--- config.mk ---
export PLATFORM = sky130hd
export DESIGN_NAME = module_name
export DESIGN_NICKNAME = d
export VERILOG_FILES = /design/src/rtl/tinyrv_pkg.sv /design/src/rtl/pipe_reg.sv /design/src/rtl/module_name.sv
export SDC_FILE = /design/constraint.sdc
export NUM_CORES = 1
export LEC_CHECK = 0
export ABC_AREA = 1
export CAP_MARGIN = 10
export CORE_MARGIN = 3
export CORE_UTILIZATION = 40
export DETAILED_ROUTE_END_ITERATION = 7
export GPL_TIMING_DRIVEN = 1
export PLACE_DENSITY = 0.7
export SYNTH_ARGS = -nofsm -noshare
export SYNTH_HDL_FRONTEND = slang
export SYNTH_SLANG_ARGS = --single-unit
--- constraint.sdc ---
create_clock -name clk -period 2.2 [get_ports clk]
set_input_delay 0.22 -clock clk [delete_from_list [all_inputs] [get_ports clk]]
set_output_delay 0.22 -clock clk [all_outputs]
set_load 0.02 [all_outputs]
--- src/rtl/tinyrv_pkg.sv ---
// Shared TinyRISC-V datapath definitions: machine word width and word type.
package tinyrv_pkg;

    localparam int XLEN        = 32;
    localparam int MAX_LATENCY = 16;

    typedef logic [XLEN-1:0] word_t;

endpackage : tinyrv_pkg

--- src/rtl/pipe_reg.sv ---
// Single pipeline register stage with asynchronous active-high reset to RESET_VAL.
module pipe_reg
    import tinyrv_pkg::*;
#(
    parameter int               WIDTH     = XLEN,
    parameter logic [WIDTH-1:0] RESET_VAL = '0
) (
    input  logic             clk,
    input  logic             rst_i,
    input  logic [WIDTH-1:0] d_i,
    output logic [WIDTH-1:0] q_o
);

    logic [WIDTH-1:0] data_q;

    // NOTE: non-blocking assignment so every stage samples its neighbour's pre-edge value.
    always_ff @(posedge clk or posedge rst_i) begin
        if (rst_i) begin
            data_q <= RESET_VAL;
        end else begin
            data_q <= d_i;
        end
    end

    assign q_o = data_q;

endmodule : pipe_reg

--- src/rtl/module_name.sv ---
// Fixed-latency delay line: data_o is data_i registered through LATENCY pipe_reg stages.
// The reset input is active-high even though the port is named rst_n.
module module_name
    import tinyrv_pkg::*;
#(
    parameter int               WIDTH     = XLEN,
    parameter int               LATENCY   = 2,
    parameter logic [WIDTH-1:0] RESET_VAL = '0
) (
    input  logic             clk,
    input  logic             rst_n,
    input  logic [WIDTH-1:0] data_i,
    output logic [WIDTH-1:0] data_o
);

    generate
        if (LATENCY < 0 || LATENCY > MAX_LATENCY) begin : g_bad_latency
            $error("module_name: LATENCY=%0d outside 0..%0d", LATENCY, MAX_LATENCY);
        end

        if (LATENCY == 0) begin : g_bypass
            // Pure wire: clock and reset have no influence on the output.
            logic unused_ok;
            assign unused_ok = ^{clk, rst_n};
            assign data_o    = data_i;
        end else begin : g_pipe
            // chain[0] is the input; chain[k] is the output of stage k-1.
            logic [WIDTH-1:0] chain [LATENCY+1];

            assign chain[0] = data_i;

            for (genvar k = 0; k < LATENCY; k++) begin : g_stage
                pipe_reg #(
                    .WIDTH     (WIDTH),
                    .RESET_VAL (RESET_VAL)
                ) u_reg (
                    .clk   (clk),
                    .rst_i (rst_n),
                    .d_i   (chain[k]),
                    .q_o   (chain[k+1])
                );
            end

            assign data_o = chain[LATENCY];
        end
    endgenerate

endmodule : module_name

==> impl_metrics.env, run 1 <==
export IMPL_drt_vias_per_instance=3.96
export IMPL_hold_viol=0
export IMPL_status="finished, final reports clean"
export IMPL_fin_worst_skew_ps=5.89
export IMPL_io_pins=66
export IMPL_vias=791
export IMPL_dieArea_um2=5460
export IMPL_clk_pin_slew_ps=70
export IMPL_min_period_ps=1480
export IMPL_maxCapViolations=0
export IMPL_fin_nets=177
export IMPL_cts_tree="yes"
export IMPL_ant_nets=0
export IMPL_instances_no_fill=200
export IMPL_grt_first_pass_wirelength_um=3910
export IMPL_fin_tns_setup_ps=0
export IMPL_worst_slew_pin_slew_ps=358
export IMPL_ir_worst_vdd_mv=0.611
export IMPL_synth_ff_type="dfrtp_1"
export IMPL_power_mw=2.34
export IMPL_portBuffers=65
export IMPL_startpoint="g_pipe.g_stage[1].u_reg.q_o[27]"
export IMPL_critical_path_top_delay_family="buffers and inverters"
export IMPL_antenna_cells=0
export IMPL_post_cts_setup_buffers=0
export IMPL_htreeDepth=3
export IMPL_slowest_stage="clkdlybuf4s50_1"
export IMPL_critPathBufInv=1
export IMPL_areaGrowthSynthToFinish_pct=36.7
export IMPL_largest_reg_flops=64
export IMPL_timing_slew_headroom_pct=76.1
export IMPL_grt_pass1_vias=863
export IMPL_required_ps=1980
export IMPL_grt_max_degree=32
export IMPL_drive_gt1_share_pct=12.2
export IMPL_gp_congestion=0.612
export IMPL_multiInputGateArea_um2=0
export IMPL_synth_avg_cell_area_um2=19.0
export IMPL_cts_path_max_buffers=2
export IMPL_drv_slew=0
export IMPL_slowest_delay_ps=600
export IMPL_crit_type="reg -> out"
export IMPL_worstPathCellList="clkdlybuf4s50_1"
export IMPL_yosysWarnings=0
export IMPL_routedWlPerCell_um=13.0
export IMPL_drtPass1Iterations=2
export IMPL_insertion_delay_ps=320
export IMPL_seq_area_frac_synth_pct=86.8
export IMPL_cts_hold_buffers=0
export IMPL_ys_seq_elements=64
export IMPL_die_x_um=73.9
export IMPL_coreArea_um2=4410
export IMPL_clockRootBuffer="clkbuf_8"
export IMPL_numCtsBuffers=9
export IMPL_overflow=0
export IMPL_yosys_area_top_type="dfrtp_1"
export IMPL_fillCellCount=341
export IMPL_power_leakage_nw=1.11
export IMPL_start_util_pct=41.8
export IMPL_synth_edff_count=0
export IMPL_period_share_pct=67.5
export IMPL_wirelength_um=2590
export IMPL_cp_arrival_ps=1260
export IMPL_numClockSinks=64
export IMPL_synth_most_common_cell="dfrtp_1"
export IMPL_timing_rr_start="g_pipe.g_stage[0].u_reg.q_o[20]"
export IMPL_synth_commonest_cells="dfrtp_1 (64), buf_4 (32), inv_1 (1)"
export IMPL_p_per_area_nw_per_um2=929
export IMPL_drc=0
export IMPL_hp_class="in -> async"
export IMPL_rows=24
export IMPL_synth_area_leaders="dfrtp_1 (87%), buf_4 (13%), inv_1 (0.20%)"
export IMPL_async_flop_share_pct=100
export IMPL_cts_resized=0
export IMPL_netlist_instances=97
export IMPL_fmax_mhz=674
export IMPL_setup_viol=0
export IMPL_synth_fp_nets=131
export IMPL_netlist_area_leader_share_pct=86.8
export IMPL_rsz0062_at_grt="no"
export IMPL_yosysUniqueCellTypes=3
export IMPL_track_usage_pct=10.6
export IMPL_grt_antenna_before_repair=0
export IMPL_synthesis_area_um2=1850
export IMPL_hold_ws_ps=184
export IMPL_dp_cells=184
export IMPL_seqCellArea_um2=1600
export IMPL_die_h_um=73.9
export IMPL_drt_first_iter_violations=7
export IMPL_multi_input_gates=0
export IMPL_cp_end_kind="output port"
export IMPL_worstPathMaxFanout=1
export IMPL_cp_start_kind="flip-flop"
## layer usage
layer / track usage, % / share of wire [%] / vias up / routed length [µm]
met4: 5.43 / 0.93 / 0 / 24
met5: 0 / 0 / - / 0
met3: 6.70 / 8.4 / 4 / 218
met1: 10.0 / 31 / 395 / 810
met2: 17.7 / 59 / 39 / 1540
li1: - / - / 353 / -
## cell type report
class                 count  area share [%]
Tap cell                 52            2.58
Sequential cell          64            63.5
Clock buffer             10            5.06
Inverter                  1           0.149
Clock inverter            6            2.38
Timing Repair Buffer     67            26.4
## power breakdown
part	internal, mW	total, mW	switching, mW	leakage [nW]
clock network	0.516	0.910	0.394	0.0920
logic	0.103	0.182	0.0788	0.268
registers	1.24	1.25	0.0163	0.746
## worst paths after layout
check / to / slack (ps) / depth (start not counted)
setup / recovery: data_o[27] / 720 / 1
hold reg to reg: g_pipe.g_stage[1].u_reg.q_o[13] / 350 / 0
max in group asynchronous: g_pipe.g_stage[1].u_reg.q_o[27] / 1330 / 3
min in group clk: g_pipe.g_stage[0].u_reg.q_o[2] / 330 / 1
hold / removal: g_pipe.g_stage[0].u_reg.q_o[15] / 180 / 2
setup reg to reg: g_pipe.g_stage[1].u_reg.q_o[20] / 1720 / 0
## cells in the final DEF, fill, tap and decap left out
master           netlist  routed
clkdlybuf4s50_1        0      65
dfrtp_1               64      64
clkbuf_8               0       9
clkinv_2               0       3
clkinvlp_4             0       2
buf_4                 32       2
inv_2                  0       1
bufinv_16              0       1
clkbuf_1               0       1
## cell families (layout without fill, tap and decap cells)
| group | after synthesis | in the layout | share of synthesized area [%] |
|---|---|---|---|
| buffers and inverters | 33 | 84 | 13.2 |
| DFF | 64 | 64 | 86.8 |
## per-stage QoR
step	worst slack (ps)	cell area, µm²	util, %
after detailed placement	941	2340	52.9
after global placement	975	2340	52.9
after global routing	654	2520	57.2
final	715	2520	57.2
after CTS	684	2520	57.2
after floorplan	382	1850	-
(Power assumes the default switching activity.)
==> run 2, diff against run 1 <==
--- a/config.mk
+++ b/config.mk
@@ -8,10 +8,10 @@
 export ABC_AREA = 1
 export CAP_MARGIN = 10
 export CORE_MARGIN = 3
-export CORE_UTILIZATION = 40
+export CORE_UTILIZATION = 39
 export DETAILED_ROUTE_END_ITERATION = 7
 export GPL_TIMING_DRIVEN = 1
-export PLACE_DENSITY = 0.7
+export PLACE_DENSITY = 0.71
 export SYNTH_ARGS = -nofsm -noshare
 export SYNTH_HDL_FRONTEND = slang
 export SYNTH_SLANG_ARGS = --single-unit
==> constraint.sdc (replaced) <==
create_clock -name clk -period 1.35 [get_ports clk]
set_input_delay 0.135 -clock clk [delete_from_list [all_inputs] [get_ports clk]]
set_output_delay 0.135 -clock clk [all_outputs]
set_load 0.02 [all_outputs]
==> run 2 against run 1 <==
Via count up 2.5%. Routed wire length down 2.9%. Hold slack better by 41 ps. Final cell count down 0.50%. First-iteration DRC count rose to 3.6 times the previous value. Sequential share of layout area up 1.2 points. Sequential cell count unchanged. Clock power up 40%. Non-clock buffer count unchanged. Global-route usage up 0.62 points. Critical endpoint is now data_o[30]. Register-to-register slack worse by 850 ps. Die area up 2.4%.
==> impl_metrics.env, run 2 (synthesis results as in run 1) <==
export IMPL_track_usage_pct=11.2
export IMPL_dieArea_um2=5590
export IMPL_ir_worst_vdd_mv=0.810
export IMPL_setup_viol=0
export IMPL_overflow=0
export IMPL_multiInputGateArea_um2=0
export IMPL_portBuffers=65
export IMPL_rows=24
export IMPL_hold_viol=0
export IMPL_rrSetupSlack_ps=870
export IMPL_drv_slew=0
export IMPL_maxCapViolations=0
export IMPL_drive_gt1_share_pct=10.9
export IMPL_cts_path_max_buffers=2
export IMPL_crit_type="reg -> out"
export IMPL_hp_class="in -> async"
export IMPL_grt_first_pass_wirelength_um=4130
export IMPL_min_period_ps=1150
export IMPL_htreeDepth=3
export IMPL_place_detailed_hpwl_um=1860
export IMPL_rsz0062_at_grt="no"
export IMPL_worst_slew_pin_slew_ps=244
export IMPL_gp_congestion=0.619
export IMPL_status="finished, final reports clean"
export IMPL_slowest_stage="dfrtp_1"
export IMPL_setup_ws_ps=198
export IMPL_required_ps=1220
export IMPL_dp_slack_ps=276
export IMPL_cts_tree="yes"
export IMPL_final_common_cell="dfrtp_1"
export IMPL_die_h_um=74.8
export IMPL_drtPass1Iterations=3
export IMPL_routedWlPerCell_um=12.6
export IMPL_die_x_um=74.8
export IMPL_clockRootBuffer="clkbuf_8"
export IMPL_areaGrowthSynthToFinish_pct=34.3
export IMPL_worstPathMaxFanout=1
export IMPL_slowest_delay_ps=370
export IMPL_fin_worst_skew_ps=4.92
export IMPL_grt_pass1_vias=908
export IMPL_coreArea_um2=4470
export IMPL_period_share_pct=85.3
export IMPL_clk_pin_slew_ps=60
export IMPL_cp_start_kind="flip-flop"
export IMPL_drc=0
export IMPL_power_leakage_nw=1.14
export IMPL_insertion_delay_ps=320
export IMPL_multi_input_gates=0
export IMPL_drt_first_iter_violations=25
export IMPL_cp_arrival_ps=1020
export IMPL_critPathBufInv=1
export IMPL_cp_end_kind="output port"
export IMPL_wirelength_um=2520
export IMPL_numCtsBuffers=9
export IMPL_layout_common_cells="dfrtp_1 (64), clkdlybuf4s50_1 (33), dlygate4sd2_1 (32)"
export IMPL_worstPathCellList="dlygate4sd2_1"
export IMPL_cts_hold_buffers=0
export IMPL_grt_max_degree=33
export IMPL_numClockSinks=64
export IMPL_fmax_mhz=868
export IMPL_p_per_area_nw_per_um2=1440
export IMPL_vias=811
export IMPL_largest_reg_flops=64
export IMPL_fin_tns_setup_ps=0
export IMPL_drt_vias_per_instance=4.08
export IMPL_timing_slew_headroom_pct=83.8
export IMPL_critical_path_top_delay_family="flip-flops"
export IMPL_ant_nets=0
export IMPL_power_mw=3.58
export IMPL_fillCellCount=370
export IMPL_io_pins=66
export IMPL_antenna_cells=0
export IMPL_fin_nets=177
export IMPL_start_util_pct=41.2
export IMPL_grt_antenna_before_repair=0
run 2: cell count changes in the layout (fill, tap and decap cells not counted):
cell,previous run,this run
dlygate4sd2_1,0,32
buf_4,2,0
inv_2,1,0
buf_12,0,2
bufinv_16,1,0
clkdlybuf4s50_1,65,33
clkbuf_1,1,2
run 2: repair_timing:
action / CTS / global route
hold endpoints to repair: 0 / 0
gates resized for setup: 32 / 0
setup endpoints to repair: 32 / 0
buffers inserted: 0 / 0
run 2: area by class of cell:
type / instances / area [µm²] / share of cell area, %
clock buffer: 11 / 131 / 5.30
clock inverter: 4 / 22.5 / 0.909
inverter: 1 / 7.51 / 0.303
sequential: 64 / 1600 / 64.6
tap: 52 / 65.1 / 2.62
timing repair buffer: 67 / 651 / 26.2
run 2: path summary, 6_finish.rpt:
path / start / end / cells past startpoint
setup / recovery: g_pipe.g_stage[1].u_reg.q_o[30] / data_o[30] / 1
hold / removal: rst_n / g_pipe.g_stage[1].u_reg.q_o[2] / 3
setup reg to reg: g_pipe.g_stage[0].u_reg.q_o[11] / g_pipe.g_stage[1].u_reg.q_o[11] / 0
hold reg to reg: g_pipe.g_stage[0].u_reg.q_o[5] / g_pipe.g_stage[1].u_reg.q_o[5] / 0
max in group asynchronous: rst_n / g_pipe.g_stage[1].u_reg.q_o[3] / 3
min in group clk: data_i[31] / g_pipe.g_stage[0].u_reg.q_o[31] / 1
run 2: report_power, final:
| part | total, mW | leakage [nW] | switching [mW] | internal [mW] |
|---|---|---|---|---|
| clock | 1.27 | 0.0789 | 0.622 | 0.645 |
| combinational | 0.273 | 0.316 | 0.132 | 0.140 |
| sequential | 2.04 | 0.746 | 0.0226 | 2.01 |
run 2: routing by layer:
metal | part of all wire, % | global-route usage [%]
met5 | 0 | 0
met4 | 2.7 | 8.89
met3 | 12 | 7.88
met2 | 52 | 16.6
met1 | 33 | 10.7
run 2: stage by stage:
step,instance area [µm²],hold slack [ps],utilization [%],std cells
floorplan,1850,166,-,97
global placement,2360,333,52.9,184
detailed placement,2360,335,52.9,184
CTS,2480,216,55.4,199
global route,2480,219,55.4,199
finish,2480,224,55.4,199
==> run 3, diff against run 2 <==
--- a/config.mk
+++ b/config.mk
@@ -7,7 +7,6 @@
 export LEC_CHECK = 0
 export ABC_AREA = 1
 export CAP_MARGIN = 10
-export CORE_MARGIN = 3
 export CORE_UTILIZATION = 39
 export DETAILED_ROUTE_END_ITERATION = 7
 export GPL_TIMING_DRIVEN = 1
==> run 3 against run 2 <==
The run now ends with design-rule violations left. Count of clock-buffer cells in the layout is 1 higher. First-iteration DRC count is 40% higher. Cell area is 2.1% higher. Global-route usage is 0.94 points higher. Hold slack better by 2.2 ps. Setup slack better by 17 ps. Critical path depth stayed put. Largest power group unchanged.
==> impl_metrics.env, run 3 (synthesis results as in run 1) <==
export IMPL_areaGrowthSynthToFinish_pct=37.1
export IMPL_worstPathMaxFanout=1
export IMPL_largest_reg_flops=64
export IMPL_hold_viol=0
export IMPL_min_period_ps=1130
export IMPL_status="complete, but fails checks"
export IMPL_coreArea_um2=4440
export IMPL_fin_util_pct=56.9
export IMPL_worst_slew_pin_slew_ps=224
export IMPL_final_common_cell="dfrtp_1"
export IMPL_layout_common_cells="dfrtp_1 (64), clkdlybuf4s50_1 (33), dlygate4sd2_1 (32)"
export IMPL_portBuffers=65
export IMPL_grt_pass1_vias=868
export IMPL_drv_slew=0
export IMPL_cp_end_kind="output port"
export IMPL_vias=783
export IMPL_fin_nets=177
export IMPL_fmax_mhz=881
export IMPL_start_util_pct=41.5
export IMPL_grt_antenna_before_repair=0
export IMPL_cts_path_max_buffers=2
export IMPL_ir_worst_vdd_mv=0.522
export IMPL_cp_arrival_ps=1000
export IMPL_multiInputGateArea_um2=0
export IMPL_die_x_um=70.8
export IMPL_clk_pin_slew_ps=60
export IMPL_htreeDepth=3
export IMPL_cp_start_kind="flip-flop"
export IMPL_slowest_stage="dfrtp_1"
export IMPL_power_leakage_nw=1.17
export IMPL_place_detailed_hpwl_um=1830
export IMPL_worstPathCellList="dlygate4sd2_1"
export IMPL_timing_rr_start="g_pipe.g_stage[0].u_reg.q_o[13]"
export IMPL_drt_first_iter_violations=35
export IMPL_clockRootBuffer="clkbuf_8"
export IMPL_routedWlPerCell_um=12.9
export IMPL_antenna_cells=0
export IMPL_fin_tns_setup_ps=0
export IMPL_violations="design-rule violations"
export IMPL_cts_tree="yes"
export IMPL_drive_gt1_share_pct=12.2
export IMPL_cts_hold_buffers=0
export IMPL_numCtsBuffers=9
export IMPL_fin_worst_skew_ps=4.55
export IMPL_grt_max_degree=34
export IMPL_startpoint="g_pipe.g_stage[1].u_reg.q_o[17]"
export IMPL_fillCellCount=374
export IMPL_track_usage_pct=12.2
export IMPL_period_share_pct=84.1
export IMPL_p_per_area_nw_per_um2=1550
export IMPL_wirelength_um=2570
export IMPL_post_cts_setup_buffers=0
export IMPL_critical_path_top_delay_family="flip-flops"
export IMPL_hp_class="in -> async"
export IMPL_maxCapViolations=0
export IMPL_crit_type="reg -> out"
export IMPL_critPathBufInv=1
export IMPL_seqCellArea_um2=1600
export IMPL_drt_vias_per_instance=3.93
export IMPL_rsz0062_at_grt="no"
export IMPL_grt_first_pass_wirelength_um=4130
export IMPL_multi_input_gates=0
export IMPL_setup_viol=0
export IMPL_drc=8
export IMPL_insertion_delay_ps=310
export IMPL_dieArea_um2=5010
export IMPL_io_pins=66
export IMPL_overflow=0
export IMPL_required_ps=1220
export IMPL_gp_congestion=0.665
export IMPL_timing_slew_headroom_pct=85.1
export IMPL_numClockSinks=64
export IMPL_die_h_um=70.8
export IMPL_cts_resized=32
export IMPL_drtPass1Iterations=7
export IMPL_ant_nets=0
export IMPL_slowest_delay_ps=360
export IMPL_rows=24
[run 3: changes by cell type in the layout (fill, tap and decap cells not counted), sizes merged]
cell,delta
clkbuf,+1
clkinvlp,-1
bufinv,+1
clkinv,-1
[run 3: path summary, 6_finish.rpt]
| check | cells past startpoint | slack, ps | to |
|---|---|---|---|
| hold reg to reg | 0 | 340 | g_pipe.g_stage[1].u_reg.q_o[23] |
| min in group clk | 1 | 250 | g_pipe.g_stage[0].u_reg.q_o[24] |
| max in group asynchronous | 3 | 950 | g_pipe.g_stage[0].u_reg.q_o[3] |
| setup / recovery | 1 | 220 | data_o[17] |
| setup reg to reg | 0 | 870 | g_pipe.g_stage[1].u_reg.q_o[13] |
| hold / removal | 3 | 230 | g_pipe.g_stage[1].u_reg.q_o[17] |
[run 3: stage by stage]
step	hold WS (ps)	power [mW]	setup slack, ps	instance area, µm²	instances
2_1_floorplan	166	2.23	529	1850	97
3_3_place_gp	331	2.38	312	2360	184
3_5_place_dp	335	2.39	290	2360	184
4_1_cts	222	3.98	192	2530	199
5_1_grt	230	4.10	158	2530	199
6_report	227	3.93	215	2530	199
[run 3: layer usage]
metal	share of wire, %	global-route usage (%)	routed length [µm]	up-vias
li1	-	-	-	353
met1	37	12.7	945	382
met2	54	20.3	1380	40
met3	7.4	4.99	191	8
met4	2.1	8.00	54	0
met5	0	0	0	-
[run 3: final cells by class]
cell class            count  share of cell area, %
clock buffer             12                   6.53
clock inverter            3                   1.58
inverter                  1                  0.297
sequential               64                   63.3
tap                      52                   2.57
timing repair buffer     67                   25.7
[run 3: report_power, final]
group	internal [mW]	switching, mW	total (mW)	leakage, nW
registers	2.01	0.0233	2.04	0.746
clock network	0.987	0.633	1.62	0.108
logic	0.141	0.131	0.271	0.316
